**config.mk**
```make
export PLATFORM = sky130hd
export DESIGN_NAME = rx_flags_counter_file
export DESIGN_NICKNAME = d
export VERILOG_FILES = /design/src/rtl/rx_flags_pkg.sv /design/src/rtl/rr_pending_arbiter.sv /design/src/rtl/rx_flags_counter_file.sv
export SDC_FILE = /design/constraint.sdc
export NUM_CORES = 1
export LEC_CHECK = 0
export CAP_MARGIN = 20
export CORE_UTILIZATION = 45
export DETAILED_ROUTE_END_ITERATION = 12
export PLACE_DENSITY = 0.81
export SYNTH_ARGS = -nofsm -noshare
export SYNTH_HDL_FRONTEND = slang
export SYNTH_SLANG_ARGS = --single-unit
```
**constraint.sdc**
```tcl
create_clock -name clk -period 2 [get_ports clk]
set_clock_uncertainty 0.1 [all_clocks]
set_input_delay 0.3 -clock clk [delete_from_list [all_inputs] [get_ports clk]]
set_output_delay 0.3 -clock clk [all_outputs]
set_load 0.01 [all_outputs]
```
**src/rtl/rx_flags_pkg.sv**
```systemverilog
// Shared defaults and the sticky error-bit type for the receive flag counter file.
package rx_flags_pkg;

  localparam int ADDR_WIDTH_RF_DEFAULT = 2;
  localparam int CNT_WIDTH_DEFAULT     = 2;

  typedef struct packed {
    logic overflow;
    logic underflow;
  } err_bits_t;

endpackage

```
**src/rtl/rr_pending_arbiter.sv**
```systemverilog
// Round-robin pick of the next pending channel, searching upward from a pointer with wrap.
// Instantiated only when RX_FLAGS_ARB_EN is defined.
module rr_pending_arbiter
  import rx_flags_pkg::*;
#(
  parameter int ADDR_WIDTH = ADDR_WIDTH_RF_DEFAULT,
  localparam int N = 2 ** ADDR_WIDTH
) (
  input  logic                  clk,
  input  logic                  reset,
  input  logic [N-1:0]          flags,
  input  logic                  ack,
  output logic                  valid,
  output logic [ADDR_WIDTH-1:0] channel
);

  logic [ADDR_WIDTH-1:0] pointer;
  logic [ADDR_WIDTH-1:0] idx;
  logic                  found;

  // Channel count is a power of two, so pointer+offset wraps for free.
  always_comb begin
    found   = 1'b0;
    channel = '0;
    idx     = '0;
    for (int i = 0; i < N; i++) begin
      idx = pointer + i[ADDR_WIDTH-1:0];
      if (!found && flags[idx]) begin
        found   = 1'b1;
        channel = idx;
      end
    end
  end

  assign valid = |flags;

  always_ff @(posedge clk) begin
    if (reset) begin
      pointer <= '0;
    end else if (valid && ack) begin
      pointer <= channel + 1'b1;
    end
  end

endmodule

```
**src/rtl/rx_flags_counter_file.sv**
```systemverilog
// Per-channel pending-message counters with sticky overflow/underflow errors.
// Optional round-robin next-channel arbiter is compiled in with RX_FLAGS_ARB_EN.
module rx_flags_counter_file
  import rx_flags_pkg::*;
#(
  parameter int ADDR_WIDTH_RF = ADDR_WIDTH_RF_DEFAULT,
  parameter int CNT_WIDTH     = CNT_WIDTH_DEFAULT,
  localparam int N = 2 ** ADDR_WIDTH_RF
) (
  input  logic                     clk,
  input  logic                     reset,
  input  logic                     rx_write_enable,
  input  logic [ADDR_WIDTH_RF-1:0] address_1,
  input  logic                     rtr_write_enable,
  input  logic [ADDR_WIDTH_RF-1:0] address_2,
  output logic                     read_data,
  output logic [CNT_WIDTH-1:0]     read_count,
  input  logic                     clear_errors,
  output logic                     overflow,
  output logic                     underflow,
  output logic                     any_pending
`ifdef RX_FLAGS_ARB_EN
  ,
  output logic                     next_valid,
  output logic [ADDR_WIDTH_RF-1:0] next_channel,
  input  logic                     next_ack
`endif
);

  localparam logic [CNT_WIDTH-1:0] MAX = '1;

  logic [CNT_WIDTH-1:0] count      [N];
  logic [CNT_WIDTH-1:0] next_count [N];
  logic [N-1:0]         rx_hit;
  logic [N-1:0]         rtr_hit;
  logic [N-1:0]         flags;
  logic                 ovf_event;
  logic                 unf_event;
  err_bits_t            errors;
  err_bits_t            next_errors;

  // A simultaneous rx and rtr on one channel cancel out, even at 0 or MAX.
  always_comb begin
    rx_hit             = '0;
    rtr_hit            = '0;
    rx_hit[address_1]  = rx_write_enable;
    rtr_hit[address_2] = rtr_write_enable;
    ovf_event          = 1'b0;
    unf_event          = 1'b0;
    for (int i = 0; i < N; i++) begin
      next_count[i] = count[i];
      case ({rx_hit[i], rtr_hit[i]})
        2'b10: begin
          if (count[i] == MAX) ovf_event = 1'b1;
          else                 next_count[i] = count[i] + 1'b1;
        end
        2'b01: begin
          if (count[i] == '0) unf_event = 1'b1;
          else                next_count[i] = count[i] - 1'b1;
        end
        default: ;
      endcase
    end
    next_errors.overflow  = (errors.overflow  & ~clear_errors) | ovf_event;
    next_errors.underflow = (errors.underflow & ~clear_errors) | unf_event;
  end

  always_ff @(posedge clk) begin
    if (reset) begin
      for (int i = 0; i < N; i++) count[i] <= '0;
      errors <= '0;
    end else begin
      for (int i = 0; i < N; i++) count[i] <= next_count[i];
      errors <= next_errors;
    end
  end

  always_comb begin
    for (int i = 0; i < N; i++) flags[i] = |count[i];
  end

  assign read_count  = count[address_2];
  assign read_data   = flags[address_2];
  assign any_pending = |flags;
  assign overflow    = errors.overflow;
  assign underflow   = errors.underflow;

`ifdef RX_FLAGS_ARB_EN
  rr_pending_arbiter #(
    .ADDR_WIDTH(ADDR_WIDTH_RF)
  ) u_arbiter (
    .clk    (clk),
    .reset  (reset),
    .flags  (flags),
    .ack    (next_ack),
    .valid  (next_valid),
    .channel(next_channel)
  );
`endif

endmodule

```
==> results of run 1 <==
[sequential cells by signal, indices dropped and copies added, names as in the netlist]
name and cells:
count 8, overflow 1, underflow 1
[through the flow]
stage	setup WS, ns	TNS [ns]
floorplan	0.4118	0
global placement	-0.3059	-1.880
detailed placement	-0.3221	-2.394
CTS	0.004569	0
global route	0.01774	0
finish	0.08307	0
[critical path: cells and delay by family, from the launching register on]
| family | cells | cell delay (ns) |
|---|---|---|
| flops | 1 | 0.32 |
| buf+inv | 2 | 0.66 |
| simple gates | 2 | 0.26 |
[final cells by class]
class	instances	area, um^2
timing repair buffer	33	286.5
multi-input combinational	90	606.8
inverter	5	18.77
fill	142	558.0
clock buffer	4	36.28
tap	25	31.28
sequential	10	207.7
[power by group]
part / internal [mW] / leakage (nW) / switching [mW]
sequential: 0.209 / 0.0842 / 0.0114
combinational: 0.0888 / 0.418 / 0.0749
clock: 0.111 / 0.0210 / 0.0865
[synthesized netlist by cell type, types with 4 or more instances]
library cell,count
mux2i_1,5
inv_1,5
a21oi_1,10
nand3b_1,5
nand2_1,5
nand3_1,8
nand2b_1,6
dfxtp_1,10
nor2_1,10
ha_1,4
[metal layers]
metal  track usage (%)  share of wire (%)  vias to the layer above
met5                 0                  0                        -
met4             15.76                2.6                        0
met3             3.175                3.6                        7
met2             39.43                 52                       22
met1             25.42                 42                      453
li1                  -                  -                      469
[worst max path at each step]
stage | slack, ns | to | cells after the start | start
after global routing | 0.02 | count[2][1] | 7 | address_1[1]
final | 0.08 | any_pending | 4 | count[3][1]
after CTS | 0.005 | read_count[0] | 4 | count[0][0]
after detailed placement | -0.32 | read_data | 5 | address_2[1]
after global placement | -0.31 | read_data | 5 | address_2[1]
after floorplan | 0.41 | count[3][1] | 6 | address_2[1]
[cells by family (layout without fill, tap and decap cells)]
| family | Yosys count | count (layout) | synth area share [%] |
|---|---|---|---|
| fa+ha+maj | 4 | 4 | 5.900 |
| mux | 5 | 5 | 5.900 |
| buf+inv | 10 | 42 | 5.457 |
| flops | 10 | 10 | 23.60 |
| simple gates | 57 | 57 | 41.89 |
| compound gates | 24 | 24 | 17.26 |
[timing repair]
action | 4_1_cts | 5_1_grt
pin swaps | 0 | 0
gates resized for setup | 9 | 5
cloned | 0 | 0
endpoints found under the hold margin | 0 | 0
endpoints found under the setup margin | 4 | 2
==> impl_results.md, run 1 <==
* Flops & latches, synth at 10
* Iteration-0 DRC Markers at 30
* Final hold slack at 0.4208 ns
* IO buf count at 14
* Critical Path Sink Type: primary output
* Share of cells above drive strength 1 at approximately a quarter
* Slowest stage delay, CP at about 0.5 ns
* Reg-to-Reg Start: count[0][1]
* Placed cell count at 163
* Netlist cell types at 38
* Hold_buf cts at 0
* First-pass GRT wire length at 3.360 mm
* Hold crit path type: register to register
* Post-synth top area share at 23.60%
* Critical-path cell list: buf_4 > nor2_1 > nand4_1 > clkdlybuf4s50_1
* Antenna violations before repair at 0
* Drt drc at 0
* Post-route cell area at 1187 um^2
* Layout Cells excl Fill at 167
* Crit path max fanout at 7
* Clock Sinks at 10
* Critical path required time at 1.60 ns
* Core area at 1745 um^2
* Htree depth at 1
* Leakage at 0.5231 nW
* Drt pass-1 iters at 4
* Most frequent cells in the layout: buf_4 (19), nor2_1 (10), a21oi_1 (10)
* Core Util, Final at 68.03%
* Rel. slew slack at roughly four fifths
* Kind of critical path: register to primary output
* Growth of design area from synthesis to finish at 39.97%
* F_max at between 0.5 and 0.6 GHz
* VDD IR-drop max at 317.7 uV
* Vias at 951
* RSZ-0062 raised after global routing: false
* Gp weighted congestion at between 0.8 and 0.9
* Diodes inserted at 0
* Post-Syn Instances at 110
* Area leader, netlist: dfxtp_1
* DIE WIDTH at around 45 um
* Via/cell ratio at around 5.7
* R2R Setup Slk at 0.66 ns
* Final min period at 1.917 ns
* Drt wl/cell at 13.36 um
* Detail Route Antenna Nets at 0
* DP Wirelength at about 1.8 mm
* Die height at around 45 um
* Row Count at 15
* Hold path start: count[0][0]
* Nets at between 150 and 200
* Die area at 2063 um^2
* Worst-margin pin slew at 0.3187 ns
* Largest net degree at the start of global routing at 10
* Worst EP arrival at 1.52 ns
* Outcome: completed
* Post-synth EDFFs at 0
* Share of flip-flops with an asynchronous set or reset at 0%
* Commonest non-fill, non-tap cell in the layout: buf_4
* Clock Latency Late Sink at 0.28 ns
* Max Slew Vio Count at 0
* Period utilization at 95.85%
* Worst-case clock buffer depth at 2
* Remaining global-route overflow at 0
* Drt total wl at 2.231 mm
* Post-synthesis sequential area ratio at 23.60%
* Root buf cell: clkbuf_4
* Hold path endpoint: count[0][0]
* Post-CTS setup buffer count at 0
* Power, Total at 0.5815 mW
* PwrDens at just under 500 nW/um^2
* Max Cap Viol at 0
* Synth Cell Area at 848.3 um^2
* Syn Nets at 123
* Synth warn at 0
* CTS tree: done
* Ys flop type: dfxtp_1
* Worst path slowest cell: clkdlybuf4s50_1
* Crit start category: register
* Starting density of the core at 48.60%
* Post-placement cell area at 1135 um^2
* # IOs at 15
* Cts bufs inserted at 3
* Synth Area per Inst at 7.712 um^2
* Area contributors post-synth: dfxtp_1 (24%), a21oi_1 (5.9%), ha_1 (5.9%), mux2i_1 (5.9%), nand3_1 (4.7%)
* Final Hold Fails at 0
* Critical R2R Capture: count[0][0]
* Final setup vio count at 0
* Worst-path clk slew at about 0.07 ns
* Worst hold stages at 1
* Vias in the first global route at 839
* Tot GR Track Use at 22.80%
* Reg2reg path depth at 3
No activity file was read; power rests on OpenSTA's default activity.
==> inputs of run 2 (changes only) <==
- CORE_ASPECT_RATIO: unset -> 1.25
- SLEW_MARGIN: unset -> 25
- clock period: 2 -> 2.2 ns (I/O delays scaled with it)
==> impl_results.md, run 2 (synthesis results as in run 1) <==
* Die height at roughly 51 um
* Drt pass-1 iters at 4
* CP delay by family, top: buffers and inverters
* Largest net degree at the start of global routing at 13
* Leakage at 0.5038 nW
* Starting density of the core at between 40% and 50%
* Final Hold Fails at 0
* Drt drc at 0
* Worst-case clock buffer depth at 2
* Period utilization at 88.58%
* Placed cell count at 152
* Hold path start: count[0][0]
* Die area at 2064 um^2
* WL met2 at 1.090 mm
* Commonest non-fill, non-tap cell in the layout: buf_4
* Critical-path cell list: clkdlybuf4s50_1 > buf_4 > nor2_1 > buf_4 > ha_1 > nor2_1 > and4b_1 > nor4_1
* Via/cell ratio at 5.763
* Layout Cells excl Fill at 156
* Drt total wl at 2.035 mm
* Gp weighted congestion at about 0.81
* Switching power total at around 0.14 mW
* Sum of buffers and inverters on the critical path at 3
* RSZ-0062 raised after global routing: false
* Met1 Routed Length at between 800 and 900 um
* Diodes inserted at 0
* Crit path max fanout at 7
* Most frequent cells in the layout: buf_4 (14), nor2_1 (10), a21oi_1 (10), clkdlybuf4s50_1 (10)
* F_max at ~0.51 GHz
* Row Count at 17
* Crit. Startpoint: address_2[0]
* Clock Latency Late Sink at 0.27 ns
* Post-CTS setup buffer count at 0
* Max Cap Viol at 0
* Detail Route Antenna Nets at 0
* # IOs at 15
* Switching part of the total at 28.34%
* Filler Cell Count at approximately 160
* Root buf cell: clkbuf_4
* Cts bufs inserted at 3
* Worst-path clk slew at around 0.070 ns
* Core area at 1765 um^2
* Critical Path Sink Type: register
* Sequential power share at 39.5%
* First-pass GRT wire length at 3.450 mm
* Worst path slowest cell: clkdlybuf4s50_1
* Remaining global-route overflow at 0
* PwrDens at 449.8 nW/um^2
* Critical path required time at 2.28 ns
* Worst EP arrival at just over 2 ns
* Drt wl/cell at 13.04 um
* DP Wirelength at 1.650 mm
* Tot GR Track Use at 22.95%
* Outcome: completed
* Clock power frac at 33.4%
* Vias in the first global route at 866
* Combinational power share at a little over a quarter
* DIE WIDTH at 40.84 um
* Reg-to-Reg Start: count[0][1]
* Crit start category: input port
* Met3 wire length at about 57 um
* Rel. slew slack at 79.58%
* Share of cells above drive strength 1 at 17.52%
* Kind of critical path: input port to register
* Antenna violations before repair at 0
* Growth of design area from synthesis to finish at 33.78%
* Vias at 899
* Internal power at 0.3657 mW
* Power, Total at 0.5104 mW
* Nets at 151
* Hold_buf cts at 0
* Hold crit path type: register to register
* Final setup vio count at 0
* Core Util, Final at 64.28%
* Slowest stage delay, CP at between 0.5 and 0.6 ns
* CTS tree: done
* Clock Sinks at 10
* Largest register FFs at 8
* Setup TNS Final at 0 ns
* VDD IR-drop max at 350.5 uV
* Max Slew Vio Count at 0
* Final min period at just under 2 ns
* Iteration-0 DRC Markers at 22
* Max layer used: met4
* Largest Register: count
* IO buf count at 14
* Worst-margin pin slew at 0.2986 ns
* Htree depth at 1
## run 2: layout make-up
type                            instances  area (um^2)  area share (%)
Timing Repair Buffer                   28        251.5           22.16
Multi-Input combinational cell         90        601.8           53.03
Tap cell                               19        23.77           2.095
Inverter                                5        18.77           1.654
Clock buffer                            4        36.28           3.197
Sequential cell                        10        202.7           17.86
## run 2: final timing paths
check | endpoint | slack (ns) | cells past startpoint
max reg2reg | count[0][0] | 0.83 | 3
min | count[0][1] | 0.42 | 2
min reg2reg | count[0][1] | 0.42 | 2
max | count[2][1] | 0.25 | 8
## run 2: worst register-to-register path: stages (launching register included)
cell      delay, ns
dfxtp_1        0.38
or4b_1         0.53
mux2i_1        0.15
a221oi_1       0.10
## run 2: per-layer routing
metal,up-vias,track usage (%)
met2,17,40.36
met4,0,5.556
met1,416,27.27
met3,2,3.097
met5,-,0
li1,464,-
## run 2: power groups by stage
stage	Clock [mW]	Combinational, mW	Sequential [mW]
CTS	0.171	0.140	0.201
global placement	0	0.134	0.205
detailed placement	0	0.140	0.205
global route	0.179	0.153	0.203
finish	0.170	0.139	0.202
floorplan	0	0.0758	0.200
## run 2: timing repair
| action | in CTS | in global routing |
|---|---|---|
| gates cloned | 0 | 0 |
| endpoints found under the setup margin | 3 | 3 |
| gates resized for setup | 1 | 5 |
## run 2: per-stage QoR
step	hold WS [ns]	cell area [um^2]	worst slack, ns
final	0.4153	1135	0.2512
after CTS	0.4516	1125	0.001280
after global placement	0.4376	1090	-0.1398
after detailed placement	0.4417	1090	-0.1894
after global routing	0.4339	1135	0.03473
after floorplan	0.3886	848.3	0.5818
